$ cat config.mk
export PLATFORM = sky130hd
export DESIGN_NAME = line_segment_sequencer
export DESIGN_NICKNAME = d
export VERILOG_FILES = /design/src/rtl/line_segment_sequencer_pkg.sv /design/src/rtl/line_segment_sequencer_fifo.sv /design/src/rtl/line_segment_sequencer.sv
export SDC_FILE = /design/constraint.sdc
export NUM_CORES = 1
export LEC_CHECK = 0
export CAP_MARGIN = 20
export CORE_ASPECT_RATIO = 1.1
export CORE_MARGIN = 5
export CORE_UTILIZATION = 35
export CTS_BUF_LIST = sky130_fd_sc_hd__clkbuf_2 sky130_fd_sc_hd__clkbuf_4 sky130_fd_sc_hd__clkbuf_8
export DETAILED_ROUTE_END_ITERATION = 10
export PLACE_DENSITY = 0.71
export SLEW_MARGIN = 20
export SYNTH_ARGS = -nofsm -noshare
export SYNTH_HDL_FRONTEND = slang
export SYNTH_SLANG_ARGS = --single-unit
$ cat constraint.sdc
create_clock -name clk -period 2.25 [get_ports clk]
set_clock_uncertainty 0.05 [all_clocks]
set_input_delay 0.45 -clock clk [delete_from_list [all_inputs] [get_ports clk]]
set_output_delay 0.45 -clock clk [all_outputs]
set_load 0.05 [all_outputs]
$ cat src/rtl/line_segment_sequencer_pkg.sv
// line_draw_pkg: widths shared with the drawer, segment record and sequencer states
package line_draw_pkg;
    localparam int COL_W = 10;
    localparam int ROW_W = 9;
    localparam int COLOR_W = 8;
    typedef struct packed {
        logic [COL_W-1:0]   x0;
        logic [ROW_W-1:0]   y0;
        logic [COL_W-1:0]   x1;
        logic [ROW_W-1:0]   y1;
        logic [COLOR_W-1:0] color;
    } segment_t;
    typedef enum logic [1:0] {IDLE, LAUNCH, BUSY} state_t;
endpackage

$ cat src/rtl/line_segment_sequencer_fifo.sv
// segment_fifo: show-ahead synchronous FIFO of segment records with full/empty flags
module segment_fifo
    import line_draw_pkg::*;
#(
    parameter type T     = segment_t,
    parameter int  DEPTH = 4
) (
    input  logic clk,
    input  logic resetN,
    input  logic push,
    input  logic pop,
    input  T     din,
    output T     head,
    output logic full,
    output logic empty
);
    localparam int AW = $clog2(DEPTH);
    T mem [DEPTH];
    logic [AW:0] wr_ptr, rd_ptr;
    assign empty = wr_ptr == rd_ptr;
    assign full  = wr_ptr == {~rd_ptr[AW], rd_ptr[AW-1:0]};
    assign head  = mem[rd_ptr[AW-1:0]];
    // storage write; contents are don't-care after reset so no reset here
    always_ff @(posedge clk)
        if (push && !full) mem[wr_ptr[AW-1:0]] <= din;
    // pointers carry an extra wrap bit so full and empty are distinguishable
    always_ff @(posedge clk)
        if (!resetN) begin
            wr_ptr <= '0;
            rd_ptr <= '0;
        end else begin
            if (push && !full) wr_ptr <= wr_ptr + 1'b1;
            if (pop && !empty) rd_ptr <= rd_ptr + 1'b1;
        end
endmodule

$ cat src/rtl/line_segment_sequencer.sv
// line_segment_sequencer: queues segments, launches the line drawer, arbitrates the frame-buffer write port
module line_segment_sequencer
    import line_draw_pkg::*;
#(
    parameter int COL_BITS   = COL_W,
    parameter int ROW_BITS   = ROW_W,
    parameter int COLOR_BITS = COLOR_W,
    parameter int FIFO_DEPTH = 4
) (
    input  logic                  clk,
    input  logic                  resetN,
    input  logic                  segValid,
    output logic                  segReady,
    input  logic [COL_BITS-1:0]   segX0,
    input  logic [ROW_BITS-1:0]   segY0,
    input  logic [COL_BITS-1:0]   segX1,
    input  logic [ROW_BITS-1:0]   segY1,
    input  logic [COLOR_BITS-1:0] segColor,
    output logic                  lineStart,
    output logic [COL_BITS-1:0]   lineX0,
    output logic [ROW_BITS-1:0]   lineY0,
    output logic [COL_BITS-1:0]   lineX1,
    output logic [ROW_BITS-1:0]   lineY1,
    input  logic                  lineRunning,
    input  logic [COL_BITS-1:0]   lineX,
    input  logic [ROW_BITS-1:0]   lineY,
    input  logic                  lineReqWr,
    output logic                  lineGrantWr,
    input  logic                  plotReq,
    input  logic [COL_BITS-1:0]   plotX,
    input  logic [ROW_BITS-1:0]   plotY,
    input  logic [COLOR_BITS-1:0] plotColor,
    output logic                  plotGrant,
    input  logic                  fbReady,
    output logic                  fbWe,
    output logic [COL_BITS-1:0]   fbX,
    output logic [ROW_BITS-1:0]   fbY,
    output logic [COLOR_BITS-1:0] fbColor,
    output logic                  idle
);
    typedef struct packed {
        logic [COL_BITS-1:0]   x0;
        logic [ROW_BITS-1:0]   y0;
        logic [COL_BITS-1:0]   x1;
        logic [ROW_BITS-1:0]   y1;
        logic [COLOR_BITS-1:0] color;
    } seg_t;

    seg_t   seg_in, head;
    logic   full, empty, pop, last_plot;
    state_t state;

    assign seg_in   = '{x0: segX0, y0: segY0, x1: segX1, y1: segY1, color: segColor};
    assign segReady = !full;
    assign pop      = state == BUSY && !lineRunning;
    assign idle     = empty && state == IDLE && !lineRunning;
    assign lineX0   = head.x0;
    assign lineY0   = head.y0;
    assign lineX1   = head.x1;
    assign lineY1   = head.y1;

    segment_fifo #(.T(seg_t), .DEPTH(FIFO_DEPTH)) u_fifo (
        .clk   (clk),
        .resetN(resetN),
        .push  (segValid),
        .pop   (pop),
        .din   (seg_in),
        .head  (head),
        .full  (full),
        .empty (empty)
    );

    // launch sequencing: start pulse only once the drawer is idle, pop after it drops running
    always_ff @(posedge clk)
        if (!resetN) begin
            state     <= IDLE;
            lineStart <= 1'b0;
        end else begin
            lineStart <= state == IDLE && !empty && !lineRunning;
            state     <= state == IDLE   ? (!empty && !lineRunning ? LAUNCH : IDLE) :
                         state == LAUNCH ? BUSY :
                         lineRunning     ? BUSY : IDLE;
        end

    // round-robin: on contention the side not granted most recently wins
    assign lineGrantWr = fbReady && lineReqWr && (!plotReq || last_plot);
    assign plotGrant   = fbReady && plotReq && (!lineReqWr || !last_plot);
    assign fbWe        = lineGrantWr || plotGrant;
    assign fbX         = lineGrantWr ? lineX : plotGrant ? plotX : '0;
    assign fbY         = lineGrantWr ? lineY : plotGrant ? plotY : '0;
    assign fbColor     = lineGrantWr ? head.color : plotGrant ? plotColor : '0;

    // remember the last winner; reset marks plot so the line wins first contention
    always_ff @(posedge clk)
        if (!resetN) last_plot <= 1'b1;
        else if (lineGrantWr) last_plot <= 1'b0;
        else if (plotGrant) last_plot <= 1'b1;
endmodule

==> results of run 1 <==
## where the power goes
part           switching, mW  internal, mW  leakage (nW)
Sequential            0.0471          4.15          1.79
Combinational          0.695         0.629          1.77
Clock                   1.24         0.889         0.187
Total                   1.98          5.67          3.75
## logic make-up after synthesis
kind of cell,after synthesis
DFF,196
muxes,53
AOI/OAI and AO/OA,37
and+or+nand+nor,28
buffers and inverters,20
adders and majority gates,5
xor gates and xnor gates,4
## final cells by class
class                           count  area [µm²]
Multi-Input combinational cell    127        1920
Antenna cell                        1        2.50
Clock inverter                     15         130
Sequential cell                   196        5780
Timing Repair Buffer              210        2620
Inverter                            5        18.8
Tap cell                          290         363
Fill cell                        1721       10400
Clock buffer                       17         234
## flip-flops by register name (all words and copies together), names as in the netlist, named ones only
register,count
u_fifo.rd_ptr,3
lineStart,1
state,2
u_fifo.mem,184
u_fifo.wr_ptr,3
last_plot,1
## worst max-delay path: cells and delay by family, from the launching register on
kind / cells / cell delay [ns]
buffers and inverters: 3 / 0.38
AO/OA/AOI/OAI: 1 / 0.22
multiplexers: 1 / 0.48
flip-flops: 1 / 0.42
## cells in the final DEF, fill, tap and decap left out, types with 2 or more instances in the layout
| cell | netlist | final |
|---|---|---|
| a22o_1 | 27 | 12 |
| a22o_4 | 0 | 15 |
| a31oi_4 | 2 | 2 |
| and2_2 | 0 | 4 |
| and4b_1 | 2 | 2 |
| buf_12 | 3 | 47 |
| buf_16 | 0 | 2 |
| buf_4 | 1 | 21 |
| buf_6 | 1 | 36 |
| buf_8 | 0 | 5 |
| clkbuf_8 | 0 | 17 |
| clkdlybuf4s50_1 | 0 | 96 |
| clkinv_1 | 0 | 3 |
| clkinv_2 | 0 | 3 |
| dfxtp_1 | 12 | 5 |
| dfxtp_2 | 0 | 4 |
| dfxtp_4 | 0 | 3 |
| dlygate4sd2_1 | 0 | 3 |
| edfxtp_1 | 184 | 184 |
| ha_1 | 5 | 5 |
| inv_1 | 5 | 4 |
| inv_6 | 0 | 4 |
| inv_8 | 0 | 2 |
| mux2i_1 | 7 | 7 |
| mux4_2 | 32 | 46 |
| nand2_1 | 12 | 11 |
| nand2b_1 | 2 | 2 |
| o211ai_1 | 3 | 3 |
| xnor2_4 | 0 | 2 |
## metrics by stage
stage          power [mW]  hold slack [ns]
2_1_floorplan        4.87            0.429
4_1_cts              7.71            0.453
5_1_grt              7.96            0.470
6_report             7.65            0.450
3_5_place_dp         5.49            0.452
3_3_place_gp         5.46            0.443
## how the worst min path moves through the flow
stage	start	endpoint	slack, ns
3_5_place_dp	u_fifo.rd_ptr[2]$_SDFFE_PN0P_	u_fifo.rd_ptr[2]$_SDFFE_PN0P_	0.45
4_1_cts	last_plot$_SDFFE_PN1P_	last_plot$_SDFFE_PN1P_	0.45
6_report	last_plot$_SDFFE_PN1P_	last_plot$_SDFFE_PN1P_	0.45
2_1_floorplan	u_fifo.rd_ptr[2]$_SDFFE_PN0P_	u_fifo.rd_ptr[2]$_SDFFE_PN0P_	0.43
3_3_place_gp	u_fifo.rd_ptr[2]$_SDFFE_PN0P_	u_fifo.rd_ptr[2]$_SDFFE_PN0P_	0.44
5_1_grt	last_plot$_SDFFE_PN1P_	last_plot$_SDFFE_PN1P_	0.47
## layer usage
layer  routed length, µm  share of wire (%)
met5                   0                  0
met4                 436                2.5
met3                 667                3.8
met2                9620                 55
met1                6800                 39
## what timing repair did
item | 4_1_cts | 5_1_grt
gates cloned | 2 | 0
setup buffers | 11 | 5
resized for setup | 64 | 35
endpoints found under the setup margin | 67 | 67
pin swaps | 10 | 9
==> impl_metrics.yaml, run 1 <==
worst_setup_path:
  critPathRequiredTime_ns: 1.75
  cp-start-kind: "flop"
  r2r-start: "u_fifo.rd_ptr[1]$_SDFFE_PN0P_"
  slowest_delay_ns: 0.48
  crit_fanout: 7
  timing.rr.end: "u_fifo.mem[3][43]$_DFFE_PP_"
  crit_chain: "buf_12 -> buf_12 -> mux4_2 -> a22o_1 -> buf_12"
  cp-endpoint: "fbColor[5]"
  cpMostUsedCell: "buf_12"
  worst-r2r-cell-count: 5
  cp-end-kind: "output pin"
  regToRegSetupSlack_ns: 0.42
  crit_type: "reg2out"
  cp_slowest_cell: "mux4_2"
  cp.arrival_ns: 1.97
timing:
  setup_viol: 46
  max_slew_margin_pct: 64.8
  tightest_slew_ns: 0.527
  setup_ws_ns: -0.215
  final_hold_viol_count: 0
  fin_tns_setup_ns: -7.24
  maxSlewViolCount: 0
  final.period_utilization_pct: 110
  rsz0062_at_grt: "yes"
  finalCriticalPeriod_ns: 2.47
  max_freq_mhz: 406
cts:
  path_clk_slew_ns: 0.09
  clockBufferDepth: 2
  clockRootBuffer: "clkbuf_8"
  cts_tree: "built"
  cts.sinks: 196
  ctsHoldBuffers: 0
  cts_buffers: 17
  clock_latency_ns: 0.45
  cts_max_level: 4
synth:
  synth_seq_cells: 196
  yosysSeqAreaShare_pct: 75.1
  synthSimpleGateAreaFrac_pct: 2.05
  synth.mux.area_fraction_pct: 15.1
  synth.area.top_cells: "edfxtp_1 (72%), mux4_2 (9.4%), mux4_1 (4.8%)"
  yosysTopAreaCell: "edfxtp_1"
  syn-cell-area_um2: 7680
  yosys.area.top_type_share_pct: 72.0
  synth_cell_types: 33
  synth_xor_area_share_pct: 0.652
  yosysMostFrequentCell: "edfxtp_1"
  synth_fa_ha_area_share_pct: 0.815
  synth_edf_count: 184
  ys_warn_count: 0
  synth_ff_type: "edfxtp_1"
  syn_avg_cell_area_um2: 22.4
  async_reset_ff_share_pct: 0
  yosys-top-cells-count: "edfxtp_1 (184), mux4_2 (32), a22o_1 (27)"
  synth.net_count: 447
  synth_top_family_by_area: "multiplexers"
  synth_compound_area_share_pct: 4.45
  syn-instance-count: 343
die:
  dieArea_um2: 25000
  core-area_um2: 21400
  start_util_pct: 35.8
  die_y_um: 165
  rows: 56
  die_w_um: 151
  ios: 170
place:
  pre_cts_ws_ns: -0.0917
  dp_hpwl_um: 11300
  io_buffers: 169
  postPlaceCellArea_um2: 10200
  globalplace.congestion: 0.768
  dpl.cell_count: 810
layout:
  layout-drive-gt1-share_pct: 39.5
  area_delta_synth_final_pct: 44.2
  post-route-util_pct: 51.6
  final_net_count: 661
  layoutNonFillerInstCount: 861
  stdcell_area_um2: 11100
global_routing:
  track_usage_pct: 14.4
  grt_use_met1_pct: 16.2
  grt_pass1_vias: 4669
  grt_max_degree: 28
  grt_pass1_wl_um: 26700
  antenna_found_initial: 1
  grt.busiest_layer: "met2"
  grt.overflow.total: 0
  met3_usage_pct: 3.47
  met2_usage_pct: 26.1
status:
  run_status: "finished, violations left"
  violations: "negative setup slack"
hold_path:
  hold_depth: 1
  worstHoldPathType: "reg2reg"
power:
  p_leak_nw: 3.75
  vdd_drop_max_uv: 381
  p_per_area_nw_per_um2: 691
drt:
  drc: 0
  dr.pass1.iters: 4
  drt-total-wl_um: 17500
  wl_per_cell_um: 20.3
  first_iter_violations: 149
  vias_per_cell: 4.86
  ant_nets: 0
  vias: 4186
flow_run:
  cap_violations: 0
(Power assumes the default switching activity.)
==> run 2, diff against run 1 <==
- CORE_UTILIZATION: 35 -> 47
- PLACE_DENSITY: 0.71 -> 0.88
==> impl_metrics.yaml, run 2 (synthesized netlist as in run 1, its figures left out) <==
layout:
  layout-drive-gt1-share_pct: 37.2
  layout_commonest_cell: "edfxtp_1"
  diodes: 0
  largest_reg_flops: 184
  layout_common_cells: "edfxtp_1 (184), clkdlybuf4s50_1 (96), buf_12 (46)"
  fillers: 1047
  area_delta_synth_final_pct: 41.9
  final_net_count: 653
global_routing:
  grt_max_degree: 27
  grt.overflow.total: 0
  antenna_found_initial: 0
  grt_pass1_vias: 4489
  grt_pass1_wl_um: 25700
  track_usage_pct: 17.9
cts:
  cts_tree: "built"
  path_clk_slew_ns: 0.10
  cts_buffers: 17
  clockRootBuffer: "clkbuf_8"
  cts.sinks: 196
  ctsHoldBuffers: 0
  clock_latency_ns: 0.46
  cts_max_level: 4
  clockBufferDepth: 2
worst_setup_path:
  crit_type: "reg2out"
  cp.arrival_ns: 1.93
  cp-end-kind: "output pin"
  crit_chain: "buf_12 -> buf_6 -> mux4_2 -> a22o_1 -> buf_12"
  cp-start-kind: "flop"
  critPathTopFamily: "multiplexers"
  crit_fanout: 7
  slowest_delay_ns: 0.47
  cp_slowest_cell: "mux4_2"
  regToRegSetupSlack_ns: 0.37
  crit_buf_inv: 3
  cpMostUsedCell: "buf_12"
  critPathRequiredTime_ns: 1.75
  r2r-start: "u_fifo.wr_ptr[1]$_SDFFE_PN0P_"
drt:
  dr.pass1.iters: 4
  wl_per_cell_um: 21.9
  vias_per_cell: 5.41
  first_iter_violations: 304
  vias: 4145
  drc: 0
  ant_nets: 0
  drt-total-wl_um: 16700
power:
  p_leak_nw: 3.71
  p_per_area_nw_per_um2: 709
  vdd_drop_max_uv: 615
die:
  die_w_um: 132
  rows: 49
  dieArea_um2: 19000
  core-area_um2: 16200
  start_util_pct: 47.4
  die_y_um: 144
  ios: 170
place:
  dp_hpwl_um: 11000
  pre_cts_ws_ns: -0.113
  globalplace.congestion: 0.831
  io_buffers: 169
hold_path:
  worstHoldPathType: "reg2reg"
  worstHoldStart: "u_fifo.wr_ptr[0]$_SDFFE_PN0P_"
status:
  run_status: "finished, violations left"
  violations: "negative setup slack"
timing:
  tightest_slew_ns: 0.496
  final.period_utilization_pct: 108
  setup_viol: 46
  rsz0062_at_grt: "yes"
  fin_tns_setup_ns: -4.63
  setup_ws_ns: -0.177
  finalCriticalPeriod_ns: 2.43
  final_hold_viol_count: 0
  max_freq_mhz: 412
  maxSlewViolCount: 0
  max_slew_margin_pct: 66.8
flow_run:
  cap_violations: 0
run 2: cell count changes in the layout (fill, tap and decap cells not counted), sizes merged:
cell,delta
inv,+2
buf,-10
clkinv,-1
bufbuf,+1
bufinv,-1
clkbuf,+1
diode,-1
run 2: worst paths after layout:
kind,to,cells past startpoint
max,fbColor[5],5
min,u_fifo.wr_ptr[0]$_SDFFE_PN0P_,2
max reg2reg,u_fifo.mem[1][15]$_DFFE_PP_,5
min reg2reg,u_fifo.wr_ptr[0]$_SDFFE_PN0P_,2
run 2: tightest hold or removal path: stages (launching register included):
cell     delay (ns)
dfxtp_2        0.37
nand2_1        0.06
mux2i_1        0.05
run 2: layer usage:
layer | part of all wire, % | GRT usage, %
met4 | 1.4 | 6.01
met3 | 5.8 | 5.88
met1 | 39 | 20.6
met2 | 54 | 31.8
met5 | 0 | 0
run 2: what timing repair did:
action | 4_1_cts | 5_1_grt
setup buffers | 7 | 1
endpoints found under the hold margin | 0 | 0
gates cloned | 3 | 1
endpoints found under the setup margin | 66 | 65
resized for setup | 61 | 16
pin swaps | 3 | 5
run 2: cell type report:
class	count	area (µm²)	area share (%)
well taps	204	255	2.34
repair buffers	202	2550	23.4
clock inverters	15	180	1.65
inverters	5	21.3	0.195
flip-flops and latches	196	5780	53.1
multi-input cells	127	1880	17.2
clock buffers	17	234	2.15
run 2: per-stage QoR:
| stage | hold slack [ns] | std cells | cell area [µm²] | power (mW) | util, % |
|---|---|---|---|---|---|
| floorplan | 0.429 | 343 | 7690 | 4.87 | - |
| global route | 0.466 | 766 | 10900 | 8.03 | 67.3 |
| global placement | 0.438 | 723 | 10000 | 5.45 | 62.1 |
| finish | 0.466 | 766 | 10900 | 7.73 | 67.3 |
| CTS | 0.392 | 765 | 10800 | 7.76 | 66.8 |
| detailed placement | 0.474 | 723 | 10000 | 5.49 | 62.1 |
run 2: where the power goes:
part / internal [mW] / switching, mW
clock: 0.857 / 1.37
combinational: 0.612 / 0.687
sequential: 4.15 / 0.0457
